===== config.mk =====
export PLATFORM = sky130hd
export DESIGN_NAME = wb_serial_master
export DESIGN_NICKNAME = d
export VERILOG_FILES = /design/src/rtl/wb_serial_master_pkg.sv /design/src/rtl/wb_serial_master_txser.sv /design/src/rtl/wb_serial_master.sv
export SDC_FILE = /design/constraint.sdc
export NUM_CORES = 1
export LEC_CHECK = 0
export BUFFER_PORTS_ARGS = -buffer_cell sky130_fd_sc_hd__buf_2
export CAP_MARGIN = 30
export CELL_PAD_IN_SITES_DETAIL_PLACEMENT = 0
export CELL_PAD_IN_SITES_GLOBAL_PLACEMENT = 1
export CORE_AREA = 2 2 127 129
export CTS_BUF_LIST = sky130_fd_sc_hd__clkbuf_8
export CTS_CLUSTER_DIAMETER = 80
export DETAILED_ROUTE_END_ITERATION = 8
export DIE_AREA = 0 0 129 131
export PLACE_DENSITY_LB_ADDON = 0.1
export SYNTH_ARGS = -nofsm -noshare
export SYNTH_HDL_FRONTEND = slang
export SYNTH_HIERARCHICAL = 1
export SYNTH_SLANG_ARGS = --single-unit

===== constraint.sdc =====
create_clock -name i_clk -period 2 [get_ports i_clk]
set_input_delay 0.2 -clock i_clk [delete_from_list [all_inputs] [get_ports i_clk]]
set_output_delay 0.2 -clock i_clk [all_outputs]
set_load 0.02 [all_outputs]

===== src/rtl/wb_serial_master_pkg.sv =====
// Shared constants for wb_serial_master: command opcodes, response status codes,
// the control FSM state encoding and the status-selection helper.
package wb_serial_master_pkg;

  localparam logic [7:0] OP_WRITE    = 8'h01;
  localparam logic [7:0] OP_READ     = 8'h02;

  localparam logic [7:0] ST_WR_OK    = 8'h81;
  localparam logic [7:0] ST_RD_OK    = 8'h82;
  localparam logic [7:0] ST_BUS_ERR  = 8'hE1;
  localparam logic [7:0] ST_TIMEOUT  = 8'hE2;
  localparam logic [7:0] ST_BAD_OP   = 8'hEE;

  // Status byte plus up to four read-data bytes.
  localparam int RESP_W = 40;

  typedef enum logic [2:0] {
    S_IDLE = 3'd0,
    S_ADDR = 3'd1,
    S_DATA = 3'd2,
    S_BUS  = 3'd3,
    S_RESP = 3'd4
  } state_t;

  // err and rty both report as a bus error and take precedence over ack.
  function automatic logic [7:0] term_status(input logic err, input logic rty, input logic is_write);
    logic [7:0] st;
    if (err || rty) begin
      st = ST_BUS_ERR;
    end else if (is_write) begin
      st = ST_WR_OK;
    end else begin
      st = ST_RD_OK;
    end
    return st;
  endfunction

endpackage


===== src/rtl/wb_serial_master_txser.sv =====
// Response serializer: loads a byte count and a 40-bit payload, then presents
// one byte at a time (MSB byte first) on a valid/ready handshake.
module wb_serial_master_txser
  import wb_serial_master_pkg::*;
(
  input  logic              i_clk,
  input  logic              i_rst,
  input  logic              load,
  input  logic [2:0]        byte_count,
  input  logic [RESP_W-1:0] payload,
  output logic [7:0]        tx_data,
  output logic              tx_valid,
  input  logic              tx_ready,
  output logic              last_hs
);

  logic [RESP_W-1:0] shift_r;
  logic [2:0]        remain_r;
  logic              valid_r;
  logic              hs_s;

  assign hs_s     = valid_r & tx_ready;
  assign last_hs  = hs_s & (remain_r == 3'd1);
  assign tx_data  = shift_r[RESP_W-1 -: 8];
  assign tx_valid = valid_r;

  // Shift register and byte countdown; data only moves on load or handshake.
  always_ff @(posedge i_clk) begin
    if (i_rst) begin
      shift_r  <= '0;
      remain_r <= 3'd0;
      valid_r  <= 1'b0;
    end else if (load) begin
      shift_r  <= payload;
      remain_r <= byte_count;
      valid_r  <= (byte_count != 3'd0);
    end else if (hs_s) begin
      shift_r  <= {shift_r[RESP_W-9:0], 8'h00};
      remain_r <= remain_r - 3'd1;
      valid_r  <= (remain_r != 3'd1);
    end
  end

endmodule


===== src/rtl/wb_serial_master.sv =====
// Byte-stream to Wishbone classic initiator: one read/write per command frame,
// one status/data response frame. Optional bus timeout: WB_SERIAL_MASTER_TIMEOUT_EN.
module wb_serial_master
  import wb_serial_master_pkg::*;
#(
  parameter int DATA_WIDTH     = 32,
  parameter int ADDR_WIDTH     = 32,
  parameter int TIMEOUT_CYCLES = 1023
)
(
  input  logic                    i_clk,
  input  logic                    i_rst,
  input  logic [7:0]              rx_data,
  input  logic                    rx_valid,
  output logic                    rx_ready,
  output logic [7:0]              tx_data,
  output logic                    tx_valid,
  input  logic                    tx_ready,
  output logic [ADDR_WIDTH-1:0]   wb_adr_o,
  output logic [DATA_WIDTH-1:0]   wb_dat_o,
  input  logic [DATA_WIDTH-1:0]   wb_dat_i,
  output logic                    wb_we_o,
  output logic [DATA_WIDTH/8-1:0] wb_sel_o,
  output logic                    wb_stb_o,
  output logic                    wb_cyc_o,
  input  logic                    wb_ack_i,
  input  logic                    wb_err_i,
  input  logic                    wb_rty_i,
  output logic                    o_busy
);

  state_t                  state_r, state_nxt_s;
  logic [1:0]              cnt_r;
  logic                    rx_ready_r, busy_r, rx_ready_nxt_s, busy_nxt_s;
  logic                    rx_hs_s, op_valid_s, term_s, tmo_hit_s, load_s, last_hs_s;
  logic                    resp_loaded_r, op_write_r;
  logic [7:0]              status_r;
  logic [2:0]              resp_len_r;
  logic [DATA_WIDTH-1:0]   rdata_r, dat_r;
  logic [ADDR_WIDTH-1:0]   adr_r;
  logic                    cyc_r, we_r;
  logic [DATA_WIDTH/8-1:0] sel_r;

  assign rx_hs_s    = rx_valid & rx_ready_r;
  assign op_valid_s = (rx_data == OP_WRITE) || (rx_data == OP_READ);
  assign term_s     = cyc_r & (wb_ack_i | wb_err_i | wb_rty_i);

`ifdef WB_SERIAL_MASTER_TIMEOUT_EN
  localparam int              TMO_W     = $clog2(TIMEOUT_CYCLES + 1);
  localparam logic [TMO_W-1:0] TMO_LIMIT = TMO_W'(TIMEOUT_CYCLES);
  logic [TMO_W-1:0] tmo_cnt_r;

  // Counter holds the number of strobed cycles so far, including the current one.
  always_ff @(posedge i_clk) begin
    if (i_rst) begin
      tmo_cnt_r <= '0;
    end else if ((state_r == S_BUS) && !cyc_r) begin
      tmo_cnt_r <= TMO_W'(1);
    end else if (cyc_r) begin
      tmo_cnt_r <= tmo_cnt_r + TMO_W'(1);
    end else begin
      tmo_cnt_r <= '0;
    end
  end

  assign tmo_hit_s = cyc_r & ~term_s & (tmo_cnt_r == TMO_LIMIT);
`else
  logic unused_tmo_s;
  assign unused_tmo_s = |TIMEOUT_CYCLES;
  assign tmo_hit_s    = 1'b0;
`endif

  // FSM state register.
  always_ff @(posedge i_clk) begin
    if (i_rst) begin
      state_r <= S_IDLE;
    end else begin
      state_r <= state_nxt_s;
    end
  end

  // FSM next-state logic.
  always_comb begin
    state_nxt_s = state_r;
    case (state_r)
      S_IDLE: begin
        if (rx_hs_s) begin
          state_nxt_s = op_valid_s ? S_ADDR : S_RESP;
        end else begin
          state_nxt_s = S_IDLE;
        end
      end
      S_ADDR: begin
        if (rx_hs_s && (cnt_r == 2'd3)) begin
          state_nxt_s = op_write_r ? S_DATA : S_BUS;
        end else begin
          state_nxt_s = S_ADDR;
        end
      end
      S_DATA: begin
        if (rx_hs_s && (cnt_r == 2'd3)) begin
          state_nxt_s = S_BUS;
        end else begin
          state_nxt_s = S_DATA;
        end
      end
      S_BUS: begin
        if (term_s || tmo_hit_s) begin
          state_nxt_s = S_RESP;
        end else begin
          state_nxt_s = S_BUS;
        end
      end
      S_RESP: begin
        if (last_hs_s) begin
          state_nxt_s = S_IDLE;
        end else begin
          state_nxt_s = S_RESP;
        end
      end
      default: state_nxt_s = S_IDLE;
    endcase
  end

  // FSM outputs: flags follow the next state so they are valid right after each edge.
  always_comb begin
    rx_ready_nxt_s = (state_nxt_s == S_IDLE) || (state_nxt_s == S_ADDR) || (state_nxt_s == S_DATA);
    busy_nxt_s     = (state_nxt_s != S_IDLE);
    load_s         = (state_r == S_RESP) && !resp_loaded_r;
  end

  // Registered handshake and busy flags.
  always_ff @(posedge i_clk) begin
    if (i_rst) begin
      rx_ready_r <= 1'b0;
      busy_r     <= 1'b0;
    end else begin
      rx_ready_r <= rx_ready_nxt_s;
      busy_r     <= busy_nxt_s;
    end
  end

  // Frame capture, bus cycle control and response status.
  always_ff @(posedge i_clk) begin
    if (i_rst) begin
      cnt_r         <= 2'd0;
      op_write_r    <= 1'b0;
      adr_r         <= '0;
      dat_r         <= '0;
      rdata_r       <= '0;
      cyc_r         <= 1'b0;
      we_r          <= 1'b0;
      sel_r         <= '0;
      status_r      <= 8'h00;
      resp_len_r    <= 3'd0;
      resp_loaded_r <= 1'b0;
    end else begin
      resp_loaded_r <= (state_r == S_RESP);
      case (state_r)
        S_IDLE: begin
          if (rx_hs_s) begin
            cnt_r      <= 2'd0;
            op_write_r <= (rx_data == OP_WRITE);
            status_r   <= ST_BAD_OP;
            resp_len_r <= 3'd1;
          end
        end
        S_ADDR: begin
          if (rx_hs_s) begin
            adr_r <= {adr_r[ADDR_WIDTH-9:0], rx_data};
            cnt_r <= cnt_r + 2'd1;
          end
        end
        S_DATA: begin
          if (rx_hs_s) begin
            dat_r <= {dat_r[DATA_WIDTH-9:0], rx_data};
            cnt_r <= cnt_r + 2'd1;
          end
        end
        S_BUS: begin
          if (!cyc_r) begin
            cyc_r <= 1'b1;
            we_r  <= op_write_r;
            sel_r <= '1;
          end else if (term_s) begin
            cyc_r    <= 1'b0;
            we_r     <= 1'b0;
            sel_r    <= '0;
            status_r <= term_status(wb_err_i, wb_rty_i, op_write_r);
            if (wb_ack_i && !wb_err_i && !wb_rty_i && !op_write_r) begin
              rdata_r    <= wb_dat_i;
              resp_len_r <= 3'd5;
            end else begin
              resp_len_r <= 3'd1;
            end
          end else if (tmo_hit_s) begin
            cyc_r      <= 1'b0;
            we_r       <= 1'b0;
            sel_r      <= '0;
            status_r   <= ST_TIMEOUT;
            resp_len_r <= 3'd1;
          end
        end
        S_RESP: begin
          cnt_r <= 2'd0;
        end
        default: begin
          cnt_r <= 2'd0;
          cyc_r <= 1'b0;
        end
      endcase
    end
  end

  wb_serial_master_txser u_txser (
    .i_clk      (i_clk),
    .i_rst      (i_rst),
    .load       (load_s),
    .byte_count (resp_len_r),
    .payload    ({status_r, rdata_r}),
    .tx_data    (tx_data),
    .tx_valid   (tx_valid),
    .tx_ready   (tx_ready),
    .last_hs    (last_hs_s)
  );

  assign rx_ready = rx_ready_r;
  assign o_busy   = busy_r;
  assign wb_adr_o = adr_r;
  assign wb_dat_o = dat_r;
  assign wb_we_o  = we_r;
  assign wb_sel_o = sel_r;
  assign wb_cyc_o = cyc_r;
  assign wb_stb_o = cyc_r;

endmodule


==> summary.txt <==
Place
  – DP HPWL: 10.5 mm
  – GP Congestion: 0.871
  – IO Port Bufs: 128
  – DP Worst Slack: 0.327 ns

Clocking
  – CTS root buf: clkbuf_8
  – TritonCTS clock tree: yes
  – H-tree depth: 4
  – Worst skew pair latency: 0.45 ns
  – Clk buf depth: 2
  – Number of buffers created by CTS: 17
  – Clock Pin Slew Worst Setup and Hold Paths: 0.08 ns
  – Clk sinks: 158

Synthesis
  – Yosys cell types: 53
  – Synth Area per Inst: 8.22 sq um
  – Share of the synthesized area in the top cell type: 0.496
  – Yosys top cell by area: dfxtp_1
  – #FFs+latches synth: 158
  – Post-Syn Area: 6370 sq um
  – Post-synth top flop: dfxtp_1
  – Sequential share of the synthesized area: 0.496
  – Post-synthesis async set-or-reset flop share: 0
  – Yosys warns: 6
  – Post-synth EDFFs: 0
  – Mapped Cells: 775
  – Synth area leaders: dfxtp_1, nand2_1, a21oi_1

Setup path
  – Reg2reg end: u_txser/shift_r[15]$_SDFFE_PP0P_
  – Worst Setup End Kind: flip-flop
  – R2R cell count: 5
  – CP startpoint kind: input port
  – Critical path peak fanout: 3
  – Worst Path Class, Setup: in2reg
  – Critical Path RT: 2.33 ns
  – Worst r2r src: state_r[1]$_SDFF_PP0_
  – Worst R2R Setup Slack: 0.31 ns
  – Arrival time at the worst endpoint: 2.03 ns

Global route
  – First-pass GRT wire length: 25.3 mm
  – Vias in the first global route: 5304
  – Grt ovf: 0
  – Initial antenna violation count: 0
  – Gr usage total: 0.188
  – Largest net degree at the start of global routing: 61

Timing
  – Final min period: 1.70 ns
  – Layout Skew: 0.0146 ns
  – Final period utilization: 0.849
  – Endpoints failing setup: 0
  – Slew Limit Fails: 0
  – Hold Fails Final Rpt: 0
  – Highest Clock Rate: 0.589 GHz
  – RSZ-0062 raised after global routing: no
  – Worst setup margin: 0.302 ns
  – Sum Neg Setup Slack: 0 ns

Floorplanning
  – # IOs: 129
  – Chip height: 131 microns
  – Die area: 16900 sq um
  – Die width: 129 microns
  – Row count: 46
  – Initial Util: 0.409
  – Core Region: 15600 sq um

Final layout
  – Fill cells: 1531
  – Nets: 949
  – Register Area: 3160 sq um
  – Antenna cells: 0
  – Area of the multi-input gates: 2800 sq um
  – Area Growth Syn to Fin: 23.3%
  – Share of layout cells above drive strength 1: 0.214

Power and ir drop
  – Peak supply drop: 0.404 mV
  – Pwr dens: 796 nW/um^2
  – Total Power: 6260 uW
  – Leak Pwr: 0.00313 uW

Routing
  – Antenna violation net count after detailed routing: 0
  – Via count: 5605
  – Drt wl/cell: 14.0 microns
  – First-pass detailed-route iteration total: 4
  – Total wire length: 15.8 mm
  – Remaining DRCs: 0
  – Vias/cell: 4.97
  – Initial DRC Count: 283

Flow run
  – Max Cap Viol: 0

Hold path
  – Hold Path End: wb_dat_o[1]$_SDFFE_PP0P_
  – HP Class: in2reg
  – Hold Startpoint: rx_data[1]
  – Hold Path Stages: 3

Outcome
  – Status: finished clean
-- synthesized netlist by cell type (2+ instances only) --
cell type / n
o21ai_0: 2
inv_1: 6
clkbuf_2: 2
a21oi_1: 116
nor4_1: 2
nor2b_1: 33
clkbuf_1: 33
buf_2: 20
nor2_1: 12
or3_1: 2
and3_1: 21
xnor2_1: 4
o21a_1: 2
and3_2: 12
buf_4: 17
nand2_1: 209
a22oi_1: 2
o22ai_1: 2
nor3_1: 41
a211oi_1: 34
nand3b_1: 10
dfxtp_1: 158
ha_1: 3
and2_1: 2
buf_6: 2
-- metal layers --
metal,up-vias,GRT usage,routed length [microns]
met4,0,0.0665,207
li1,2847,-,-
met2,101,0.315,7770
met5,-,0,0
met3,14,0.0513,724
met1,2643,0.235,7080
-- per-stage QoR --
step                      area [sq um]   util  hold slack (ns)  std cells
final                             7860  0.504           0.0350       1128
after global routing              7860  0.504           0.0188       1128
after CTS                         7860  0.504         0.000774       1128
after detailed placement          7090  0.455            0.444       1061
after global placement            7090  0.455            0.442       1061
after floorplan                   6380      -            0.336        777
-- cells by family (layout without fill, tap and decap cells) --
| group | after synthesis | after routing | share of synthesized area |
|---|---|---|---|
| compound gates | 169 | 169 | 0.156 |
| xor+xnor | 4 | 4 | 0.00550 |
| fa+ha+maj | 3 | 3 | 0.00589 |
| buf+inv | 81 | 216 | 0.0670 |
| flops | 158 | 158 | 0.496 |
| other cells | 1 | 3 | 0.000588 |
| simple gates | 359 | 359 | 0.269 |
-- worst max-delay path, cell delays in order --
cell,delay [ns]
dlygate4sd3_1,0.53
buf_2,0.14
or4_4,0.55
nor4_4,0.24
a211oi_1,0.13
o211a_1,0.24
-- worst max path at each step --
stage | from | endpoint | slack, ns | depth (start not counted)
2_1_floorplan | state_r[1]$_SDFF_PP0_ | u_txser/tx_valid$_SDFFE_PP0P_ | 0.30 | 8
3_3_place_gp | state_r[1]$_SDFF_PP0_ | u_txser/shift_r[21]$_SDFFE_PP0P_ | 0.36 | 5
3_5_place_dp | state_r[1]$_SDFF_PP0_ | u_txser/tx_valid$_SDFFE_PP0P_ | 0.33 | 5
4_1_cts | state_r[1]$_SDFF_PP0_ | u_txser/shift_r[15]$_SDFFE_PP0P_ | 0.32 | 5
5_1_grt | state_r[1]$_SDFF_PP0_ | rdata_r[22]$_SDFFE_PP0P_ | 0.20 | 5
6_report | rx_data[2] | rx_ready$_SDFF_PP0_ | 0.30 | 6
-- report_power, final --
part	internal (uW)	leakage (uW)	switching [uW]
Sequential	3220	0.00128	53.0
Clock	1270	0.000210	1180
Combinational	248	0.00165	289
Total	4740	0.00313	1520
-- layout make-up --
cell class / instances / share of cell area
sequential: 158 / 0.403
multi-input combinational: 538 / 0.357
timing repair buffer: 178 / 0.150
tap: 216 / 0.0344
clock buffer: 18 / 0.0315
clock inverter: 14 / 0.0213
inverter: 6 / 0.00287
-- flip-flops by register name, summed over array words and instances (netlist names), 2 cells and up --
signal / flops
state_r: 3
wb_adr_o: 32
resp_len_r: 2
cnt_r: 2
status_r: 4
wb_dat_o: 32
rdata_r: 32
u_txser/shift_r: 40
u_txser/remain_r: 3
-- cells in the final DEF, fill, tap and decap left out, types with 2 or more instances in the layout --
cell and count:
nor4_1 2, nand2_1 209, ha_1 3, clkinv_4 4
clkinvlp_4 2, nor2b_1 33, conb_1 3, nand3b_1 10
or3_1 2, buf_12 6, bufinv_16 3, clkinv_2 3
and2_1 2, and3_2 12, buf_4 10, a211oi_1 34
nor3_1 41, o21a_1 2, dfxtp_1 158, inv_1 7
and3_1 21, o22ai_1 2, buf_2 127, a22oi_1 2
xnor2_1 4, dlygate4sd3_1 35, o21ai_0 2, clkbuf_8 18
nor2_1 11, a21oi_1 116
-- repair_timing --
| action | in CTS | in global routing |
|---|---|---|
| hold endpoints to repair | 36 | 0 |
| resized for setup | 0 | 0 |
| hold buffers | 35 | 0 |
| setup buffers | 0 | 0 |
(Power assumes the default switching activity.)
